==> src/rtl/ps2_mouse_cmd_tx_pkg.sv <==
// Shared PS/2 definitions: transmitter state encoding, mouse command bytes
// and the parity helper used when a command is latched.
package ps2_mouse_cmd_tx_pkg;

    typedef enum logic [2:0] {
        ST_IDLE      = 3'd0,
        ST_INHIBIT   = 3'd1,
        ST_REQ       = 3'd2,
        ST_SEND      = 3'd3,
        ST_ACK       = 3'd4,
        ST_WAIT_IDLE = 3'd5
    } ps2_tx_state_t;

    localparam logic [7:0] PS2_CMD_ENABLE  = 8'hF4;  // enable data reporting
    localparam logic [7:0] PS2_CMD_DISABLE = 8'hF5;  // disable data reporting
    localparam logic [7:0] PS2_ACK_BYTE    = 8'hFA;  // mouse reply, checked by the receiver

    // Index of the last device clock fall of the frame (presents the stop bit).
    localparam logic [3:0] PS2_STOP_IDX = 4'd9;
    localparam logic [3:0] PS2_PAR_IDX  = 4'd8;

    // PS/2 frames carry odd parity: the parity bit makes the total count of ones odd.
    function automatic logic odd_parity(input logic [7:0] data);
        return ~^data;
    endfunction

endpackage

==> src/rtl/ps2_mouse_cmd_tx_line_sync.sv <==
// Two-flop synchronizers for the raw PS/2 clock and data lines plus a
// registered one-cycle pulse on each falling edge of the synced clock.
// The mouse receiver instantiates this block as well.
module ps2_mouse_cmd_tx_line_sync (
    input  logic clk,
    input  logic rst_n,
    input  logic ps2_clk_in,
    input  logic ps2_dat_in,
    output logic clk_sync,
    output logic dat_sync,
    output logic fall
);
    import ps2_mouse_cmd_tx_pkg::*;

    logic clk_meta;
    logic dat_meta;
    logic clk_prev;

    // Synchronize both lines; reset to the idle (high) level so no false edge
    // is seen right after reset.
    always_ff @(posedge clk or negedge rst_n) begin
        if (!rst_n) begin
            clk_meta <= 1'b1;
            clk_sync <= 1'b1;
            clk_prev <= 1'b1;
            dat_meta <= 1'b1;
            dat_sync <= 1'b1;
            fall     <= 1'b0;
        end else begin
            clk_meta <= ps2_clk_in;
            clk_sync <= clk_meta;
            clk_prev <= clk_sync;
            dat_meta <= ps2_dat_in;
            dat_sync <= dat_meta;
            fall     <= clk_prev & ~clk_sync;
        end
    end

endmodule

==> src/rtl/ps2_mouse_cmd_tx.sv <==
// PS/2 host-to-mouse command transmitter. Sends 0xF4/0xF5 over the
// open-drain clock/data pair, checks the line-level ACK bit and reports
// done or error. oInhibitRx keeps the mouse receiver off the line meanwhile.
module ps2_mouse_cmd_tx
    import ps2_mouse_cmd_tx_pkg::*;
#(
    parameter int         INHIBIT_CYCLES = 6000,
    parameter int         TIMEOUT_CYCLES = 750000,
    parameter logic [7:0] CMD_ENABLE     = PS2_CMD_ENABLE,
    parameter logic [7:0] CMD_DISABLE    = PS2_CMD_DISABLE
) (
    input  logic iClk,
    input  logic iResetn,
    input  logic iStart,
    input  logic iEnable,
    input  logic iPs2ClkIn,
    input  logic iPs2DatIn,
    output logic oPs2ClkOe,
    output logic oPs2DatOe,
    output logic oBusy,
    output logic oInhibitRx,
    output logic oDone,
    output logic oError
);
    localparam int IW = $clog2(INHIBIT_CYCLES + 1);
    localparam int TW = $clog2(TIMEOUT_CYCLES + 1);
    localparam logic [IW-1:0] INHIBIT_LAST = IW'(INHIBIT_CYCLES - 1);
    localparam logic [TW-1:0] TIMEOUT_LAST = TW'(TIMEOUT_CYCLES - 1);

    ps2_tx_state_t  state;
    logic [7:0]     cmd;
    logic           parity;
    logic [IW-1:0]  inhibit_cnt;
    logic [TW-1:0]  timeout_cnt;
    logic [3:0]     bit_idx;
    logic           clk_sync;
    logic           dat_sync;
    logic           fall;
    logic           timeout_hit;

    ps2_mouse_cmd_tx_line_sync u_line_sync (
        .clk        (iClk),
        .rst_n      (iResetn),
        .ps2_clk_in (iPs2ClkIn),
        .ps2_dat_in (iPs2DatIn),
        .clk_sync   (clk_sync),
        .dat_sync   (dat_sync),
        .fall       (fall)
    );

    // The timeout cycle is the one in which the counter would reach TIMEOUT_CYCLES.
    assign timeout_hit = (timeout_cnt == TIMEOUT_LAST);
    assign oInhibitRx  = oBusy;

    // Transmit FSM with registered line enables, busy flag and result pulses.
    always_ff @(posedge iClk or negedge iResetn) begin
        if (!iResetn) begin
            state       <= ST_IDLE;
            cmd         <= 8'h00;
            parity      <= 1'b0;
            inhibit_cnt <= '0;
            timeout_cnt <= '0;
            bit_idx     <= 4'd0;
            oPs2ClkOe   <= 1'b0;
            oPs2DatOe   <= 1'b0;
            oBusy       <= 1'b0;
            oDone       <= 1'b0;
            oError      <= 1'b0;
        end else begin
            oDone  <= 1'b0;
            oError <= 1'b0;
            case (state)
                ST_IDLE: begin
                    oPs2ClkOe <= 1'b0;
                    oPs2DatOe <= 1'b0;
                    oBusy     <= 1'b0;
                    if (iStart) begin
                        cmd         <= iEnable ? CMD_ENABLE : CMD_DISABLE;
                        parity      <= odd_parity(iEnable ? CMD_ENABLE : CMD_DISABLE);
                        inhibit_cnt <= '0;
                        oPs2ClkOe   <= 1'b1;
                        oBusy       <= 1'b1;
                        state       <= ST_INHIBIT;
                    end
                end
                ST_INHIBIT: begin
                    if (inhibit_cnt == INHIBIT_LAST) begin
                        oPs2DatOe <= 1'b1;  // start bit, clock still held low
                        state     <= ST_REQ;
                    end else begin
                        inhibit_cnt <= inhibit_cnt + IW'(1);
                    end
                end
                ST_REQ: begin
                    // Release the clock; data stays low as the start bit until the first fall.
                    oPs2ClkOe   <= 1'b0;
                    bit_idx     <= 4'd0;
                    timeout_cnt <= '0;
                    state       <= ST_SEND;
                end
                ST_SEND, ST_ACK, ST_WAIT_IDLE: begin
                    if (timeout_hit) begin
                        oPs2ClkOe <= 1'b0;
                        oPs2DatOe <= 1'b0;
                        oBusy     <= 1'b0;
                        oError    <= 1'b1;
                        state     <= ST_IDLE;
                    end else begin
                        timeout_cnt <= timeout_cnt + TW'(1);
                        if (state == ST_SEND) begin
                            if (fall) begin
                                bit_idx <= bit_idx + 4'd1;
                                if (bit_idx == PS2_STOP_IDX) begin
                                    oPs2DatOe <= 1'b0;  // stop bit: release data
                                    state     <= ST_ACK;
                                end else if (bit_idx == PS2_PAR_IDX) begin
                                    oPs2DatOe <= ~parity;
                                end else begin
                                    oPs2DatOe <= ~cmd[bit_idx[2:0]];
                                end
                            end
                        end else if (state == ST_ACK) begin
                            if (fall) begin
                                if (dat_sync) begin
                                    oBusy  <= 1'b0;
                                    oError <= 1'b1;
                                    state  <= ST_IDLE;
                                end else begin
                                    state <= ST_WAIT_IDLE;
                                end
                            end
                        end else begin
                            if (clk_sync && dat_sync) begin
                                oBusy <= 1'b0;
                                oDone <= 1'b1;
                                state <= ST_IDLE;
                            end
                        end
                    end
                end
                default: begin
                    oPs2ClkOe <= 1'b0;
                    oPs2DatOe <= 1'b0;
                    oBusy     <= 1'b0;
                    state     <= ST_IDLE;
                end
            endcase
        end
    end

endmodule

==> config.mk <==
export PLATFORM = sky130hd
export DESIGN_NAME = ps2_mouse_cmd_tx
export DESIGN_NICKNAME = d
export VERILOG_FILES = /design/src/rtl/ps2_mouse_cmd_tx_pkg.sv /design/src/rtl/ps2_mouse_cmd_tx_line_sync.sv /design/src/rtl/ps2_mouse_cmd_tx.sv
export SDC_FILE = /design/constraint.sdc
export NUM_CORES = 1
export LEC_CHECK = 0
export ABC_AREA = 1
export CELL_PAD_IN_SITES_DETAIL_PLACEMENT = 1
export CELL_PAD_IN_SITES_GLOBAL_PLACEMENT = 1
export CORE_MARGIN = 3
export CORE_UTILIZATION = 45
export DETAILED_ROUTE_END_ITERATION = 6
export GPL_ROUTABILITY_DRIVEN = 0
export PLACE_DENSITY_LB_ADDON = 0.1
export SYNTH_ARGS = -nofsm -noshare
export SYNTH_HDL_FRONTEND = slang
export SYNTH_HIERARCHICAL = 1
export SYNTH_SLANG_ARGS = --single-unit
==> constraint.sdc <==
create_clock -name iClk -period 1.8 [get_ports iClk]
set_input_delay 0.27 -clock iClk [delete_from_list [all_inputs] [get_ports iClk]]
set_output_delay 0.27 -clock iClk [all_outputs]
set_load 0.03 [all_outputs]
==> results.md <==
- Status: complete, no violations
- Worst skew pair latency: 0.31 ns
- Sequential share of the synthesized area: 0.417
- Setup-failing EPs final: 0
- Layout Nets: approximately 470
- Part of the power in registers: 0.345
- Pin count of the biggest net entering global routing: 54
- Num CTS Buffers: 5
- Number of diodes: 0
- Maximum clock rate: 0.595 GHz
- Simple-gate share of the synthesized area: 0.333
- Pre-antenna DRT Iters: 4
- Worst hold slack: 0.352 ns
- Chip Height: ~90 µm
- Largest stage delay, worst path: around 0.42 ns
- Overflow after GRT: 0
- Number of max-cap violations: 0
- CTS tree: done
- Synth Area in XOR/XNOR: 0.0493
- DRC Markers: 0
- H-tree depth: 2
- Setup WS pre-CTS: ~0.029 ns
- Port Buffer Count: 11
- Global Route Usage Sum: 0.225
- Pwr/cell area: 1180 nW/µm²
- First-pass GRT wire length: 14.9 mm
- Minimum clock period: 1.68 ns
- Int Pwr: between 0.002 and 0.0025 W
- Clk network pwr share: 0.195
- Worst Skew: 0.0143 ns
- Crit path DAT: 1.86 ns
- DR vias/cell: around 5.3
- Area after DPL: 3520 µm²
- Hold Fails Final Rpt: 0
- Core box area: 6830 µm²
- Routed WL per cell: 16.2 µm
- Final WS setup: 0.119 ns
- Starting Density: 0.468
- YS warnings: 6
- Root buffer cell: clkbuf_8
- Worst-path maximum fanout: 27
- Multiplexer area fraction after synthesis: 0
- WL final: ~9.0 mm
- Design area: 3740 µm²
- DPL Wire Length: between 6 and 7 mm
- Share of layout cells above drive strength 1: 0.162
- First DRT Iteration DRCs: 113
- Crit path cell chain: inv_2, nor2_1, nand2_1, nor2_2, nand3_4, nand2_8, nand2_8, a21oi_1, a21oi_1
- Avg Inst Size Synth: 7.61 µm²
- WP data required: 1.98 ns
- Compound-Gate Fraction of Synth Area: 0.0982
- Adder-cell share of the synthesized area: 0.0196
- Max-slew violations: 0
- CTS clk-pin slew, worst paths: around 0.10 ns
- P_leak: 1.60 nW
- Critical path class: reg2reg
- #FFs+latches synth: 53
- Cell Area, Synth: 3200 µm²
- Area Overhead vs Synth: 16.9%
- Crit. End Element: flop
- Synthesized Nets: 431
- Slew at the pin closest to its max-slew limit: 0.394 ns
- Worst-case clock buffer depth: 2
- Via Count: 2942
- Mapped Cells: 420
- Clk sink count: 53
- Switching power: 0.00195 W
- Comb power frac: 0.460
- Largest family of logic cells by synthesized area: simple AND/OR/NAND/NOR gates
- Via count of the first global-routing pass: 3108
- Worst path slowest cell: dfrtp_1
- Sw Share: 0.440
- Post-synthesis cell type count: 34
- Critical Path Source Type: flop
- Final period util: 0.934
- Antenna-violating nets left: 0
- Die area: 8150 µm²
- Row cnt: 30
- Antenna violations before repair: 0
- Width of the die: 90.3 µm
- Worst hold path class: in2reg
- Slew headroom: 0.737
- # IOs: 12
- Worst VDD drop: 0.000965 V
[cells by family after synthesis]
kind of cell             Yosys count
AO/OA/AOI/OAI                     52
adder cells (fa/ha/maj)            5
flip-flops                        53
buffers and inverters             62
AND/OR/NAND/NOR                  230
XOR/XNOR                          18
[worst paths after layout]
path	startpoint	to	slack (ns)	depth (start not counted)
worst max register to register	timeout_cnt[8]$_DFFE_PN0P_	timeout_cnt[3]$_DFFE_PN0P_	0.12	9
worst min register to register	u_line_sync/dat_meta$_DFF_PN1_	u_line_sync/dat_sync$_DFF_PN1_	0.36	0
min in group asynchronous	iResetn	timeout_cnt[12]$_DFFE_PN0P_	0.47	3
worst max-delay path	timeout_cnt[8]$_DFFE_PN0P_	timeout_cnt[3]$_DFFE_PN0P_	0.12	9
max in group asynchronous	iResetn	u_line_sync/clk_prev$_DFF_PN1_	1.02	3
worst min-delay path	iPs2DatIn	u_line_sync/dat_meta$_DFF_PN1_	0.35	1
[repair_timing]
item / CTS / global route
cloned: 0 / 0
hold buffers: 1 / 0
setup endpoints to repair: 2 / 25
buffers inserted: 0 / 7
hold endpoints to repair: 48 / 0
resized for setup: 1 / 14
pin swaps: 0 / 4
[Yosys cell counts (all sizes together)]
library cell  instances  area (µm²)
o22ai                 8        68.8
nand3                41         218
nand2b                1        6.26
nor3b                 1        7.51
ha                    5        62.6
dfrtp                48        1200
nand2               104         413
xnor2                 4        35.0
inv                  52         195
nand3b                2        15.0
a21oi                 9        56.3
o21ai                31         159
buf                   9        66.3
dfstp                 5         131
nor3                 13        81.3
o31ai                 4        30.0
xor2                 14         123
nor4                  1        6.26
nand4                16         100
nor2                 51         219
clkbuf                1        3.75
[sequential cells by signal, summed over array words and instances (netlist names)]
signal / cells
u_line_sync/dat_sync: 1
u_line_sync/fall: 1
oBusy: 1
u_line_sync/clk_meta: 1
cmd: 2
timeout_cnt: 20
u_line_sync/clk_sync: 1
inhibit_cnt: 13
bit_idx: 4
oPs2DatOe: 1
u_line_sync/clk_prev: 1
oDone: 1
state: 3
oPs2ClkOe: 1
u_line_sync/dat_meta: 1
oError: 1
[cells in the final DEF (no fill, tap or decap), types with 4 or more instances in the layout]
master	instances
nand4_1	16
dfstp_2	5
o21ai_0	18
clkdlybuf4s50_1	10
nand2_1	100
dfrtp_1	46
xor2_1	14
nand3_1	40
nor2_1	40
inv_2	5
nor3_1	11
o21ai_1	12
o31ai_1	4
buf_4	25
a21oi_1	7
clkbuf_8	6
o22ai_1	5
nor2_2	9
inv_1	47
xnor2_1	4
[power groups by stage]
| stage | logic [W] | clock network [W] | registers (W) |
|---|---|---|---|
| global route | 0.00225 | 0.000933 | 0.00155 |
| detailed placement | 0.00186 | 0 | 0.00155 |
| global placement | 0.00182 | 0 | 0.00155 |
| CTS | 0.00190 | 0.000891 | 0.00153 |
| finish | 0.00204 | 0.000864 | 0.00153 |
| floorplan | 0.00134 | 0 | 0.00155 |
[critical path: cells and delay by family (launching register included)]
kind,cells,cell delay [ns]
AO/OA/AOI/OAI,2,0.23
buffers and inverters,1,0.07
flip-flops,1,0.42
AND/OR/NAND/NOR,6,0.83
[layer usage]
metal | wire [µm] | vias to the layer above | global-route usage | share of wire
met1 | 4170 | 1460 | 0.305 | 0.46
met5 | 0 | - | 0 | 0
met4 | 39 | 0 | 0.0344 | 0.0043
met2 | 4500 | 43 | 0.388 | 0.50
met3 | 266 | 4 | 0.0333 | 0.030
li1 | - | 1435 | - | -
[layout make-up]
cell class              count  area, µm²
fillers                   860       3090
multi-input cells         305       1640
flip-flops and latches     53       1340
repair buffers             39        328
inverters                  52        195
well taps                  96        120
clock buffers               6       82.6
clock inverters             2       37.5
[per-stage QoR]
| stage | util | std cells | TNS, ns | total power [W] |
|---|---|---|---|---|
| 2_1_floorplan | - | 420 | 0 | 0.00289 |
| 3_3_place_gp | 0.515 | 537 | 0 | 0.00337 |
| 3_5_place_dp | 0.515 | 537 | 0 | 0.00342 |
| 4_1_cts | 0.534 | 546 | 0 | 0.00432 |
| 5_1_grt | 0.547 | 553 | -0.0530 | 0.00474 |
| 6_report | 0.547 | 553 | 0 | 0.00443 |
Power figures use the tool's default switching activity.
==> edit, RTL diff (same settings) <==
Make the reset (`iResetn` and `rst_n`) synchronous in 2 clocked blocks.
--- a/src/rtl/ps2_mouse_cmd_tx_line_sync.sv
+++ b/src/rtl/ps2_mouse_cmd_tx_line_sync.sv
@@ -18,7 +18,7 @@
 
     // Synchronize both lines; reset to the idle (high) level so no false edge
     // is seen right after reset.
-    always_ff @(posedge clk or negedge rst_n) begin
+    always_ff @(posedge clk) begin
         if (!rst_n) begin
             clk_meta <= 1'b1;
             clk_sync <= 1'b1;
--- a/src/rtl/ps2_mouse_cmd_tx.sv
+++ b/src/rtl/ps2_mouse_cmd_tx.sv
@@ -53,7 +53,7 @@
     assign oInhibitRx  = oBusy;
 
     // Transmit FSM with registered line enables, busy flag and result pulses.
-    always_ff @(posedge iClk or negedge iResetn) begin
+    always_ff @(posedge iClk) begin
         if (!iResetn) begin
             state       <= ST_IDLE;
             cmd         <= 8'h00;
Formal check against the unedited RTL: differs if iResetn is asserted again (counterexample within 4 cycles, from zero or initial values and one cycle with iResetn low); with iResetn held inactive, the same outputs for 10 cycles.
==> edit against the original RTL <==
Setup slack worse by 0.023 ns; global-route usage up 3.4 points; cell area down 3.4%; combinational power down 21%; clock skew down 0.00080 ns; area after synthesis down 4.5%; routed wire length up 4.6%; sequential cell count unchanged; synthesized cell count up 11%; non-clock buffer count up 3; count of clock-buffer cells in the layout down 1; total power down 17%; hold slack better by 0.062 ns; largest power group unchanged; highest routed layer unchanged.
==> edit: results <==
{
  "grt_pass1_wl_um": 15830,
  "groute.usage.overall_pct": 25.84,
  "worst_slew_pin_slew_ns": 0.6242,
  "dpl_worst_slack_ns": 0.03618,
  "rrSetupSlack_ns": 0.1,
  "final_nets": 516,
  "first_pass_iters": 4,
  "arrival_ns": 1.93,
  "timing.final.ws_setup_ns": 0.09647,
  "power_leakage_nw": 1.426,
  "synth_ff_type": "dfxtp_1",
  "synthTopCellsByArea": "dfxtp_1 (35%), nand2_1 (13%), nor2_1 (8.0%), nand3_1 (7.0%), inv_1 (6.4%)",
  "synth-seq-area-share_pct": 34.74,
  "dpl_cell_area_um2": 3466,
  "peakVddDrop_v": 0.0005245,
  "powerDensity_nw_per_um2": 1014,
  "synthArstFlopShare_pct": 0,
  "finClkSkew_ns": 0.01355,
  "synth_common_cells": "nand2_1 (102), nor2_1 (65), dfxtp_1 (53), inv_1 (52), nand3_1 (43)",
  "drc_errors": 0,
  "grt_max_degree": 27,
  "status": "completed",
  "cts.reportedPaths.clkPinSlew_ns": 0.11,
  "drive_gt1_share_pct": 16.40,
  "first_iter_violations": 120,
  "rr_startpoint": "timeout_cnt[4]",
  "worstPathMaxFanout": 8,
  "hold_class": "reg -> reg",
  "wl_per_cell_um": 16.12,
  "vias": 3214,
  "first_global_vias": 3337,
  "ys_types": 37
}
edit: cell types whose count changed in the layout (fill, tap and decap cells not counted), moves of 5 or more:
cell and change:
a21oi_2 +7, a21oi_1 +24, nand4_1 +5, xor2_1 -8, dfrtp_1 -46, o22ai_1 -5
dfxtp_1 +50, nor2_1 +23, o21ai_1 -10, dfstp_2 -5
edit: logic make-up (layout without fill, tap and decap cells):
logic type / count (synthesis) / after routing / synth area share (%)
AO/OA/AOI/OAI: 61 / 61 / 11.63
XOR/XNOR: 7 / 7 / 2.007
adder cells (fa/ha/maj): 5 / 5 / 2.048
buffers and inverters: 68 / 109 / 9.217
flip-flops: 53 / 53 / 34.74
AND/OR/NAND/NOR: 271 / 271 / 40.35
edit: area by class of cell:
type	count	area, um^2	share of cell area, %
Clock inverter	3	17.52	0.4853
Multi-Input combinational cell	344	1765	48.91
Inverter	59	229.0	6.343
Sequential cell	53	1065	29.50
Timing Repair Buffer	42	367.9	10.19
Clock buffer	5	68.82	1.906
Tap cell	77	96.34	2.669
edit: power by group:
part / switching, mW / internal, mW / total, mW
clock network: 0.424 / 0.270 / 0.694
logic: 1.02 / 0.591 / 1.61
registers: 0.0769 / 1.28 / 1.36
edit: worst min-delay path by stage:
| stage | end | from |
|---|---|---|
| 6_report | u_line_sync/clk_sync | u_line_sync/clk_meta |
| 5_1_grt | u_line_sync/fall | u_line_sync/clk_prev |
| 4_1_cts | u_line_sync/clk_sync | u_line_sync/clk_meta |
| 3_5_place_dp | u_line_sync/clk_sync | u_line_sync/clk_meta |
| 3_3_place_gp | u_line_sync/clk_sync | u_line_sync/clk_meta |
| 2_1_floorplan | u_line_sync/clk_meta | iResetn |
edit: stage by stage:
| step | hold slack, ns | std cells |
|---|---|---|
| 3_5_place_dp | 0.3951 | 575 |
| 3_3_place_gp | 0.3807 | 575 |
| 4_1_cts | 0.4180 | 583 |
| 6_report | 0.4142 | 583 |
| 5_1_grt | 0.4592 | 583 |
| 2_1_floorplan | 0.3387 | 465 |
edit: worst max-delay path, stage by stage (launching register included):
cell and delay [ns]:
dfxtp_1 0.40, nor2_1 0.18, nand2_1 0.11, nor2_4 0.13, nand3_4 0.11, buf_4 0.18, nand2_1 0.07, nand3_1 0.11
nor2_1 0.10, o21ai_0 0.09, and2_1 0.14
edit: routing by layer:
metal  share of wire [%]  GRT usage (%)  vias to the layer above
li1                    -              -                     1602
met1                  46          34.07                     1533
met2                  48          44.05                       64
met3                 4.0          3.352                       15
met4                 1.8          7.692                        0
met5                   0              0                        -
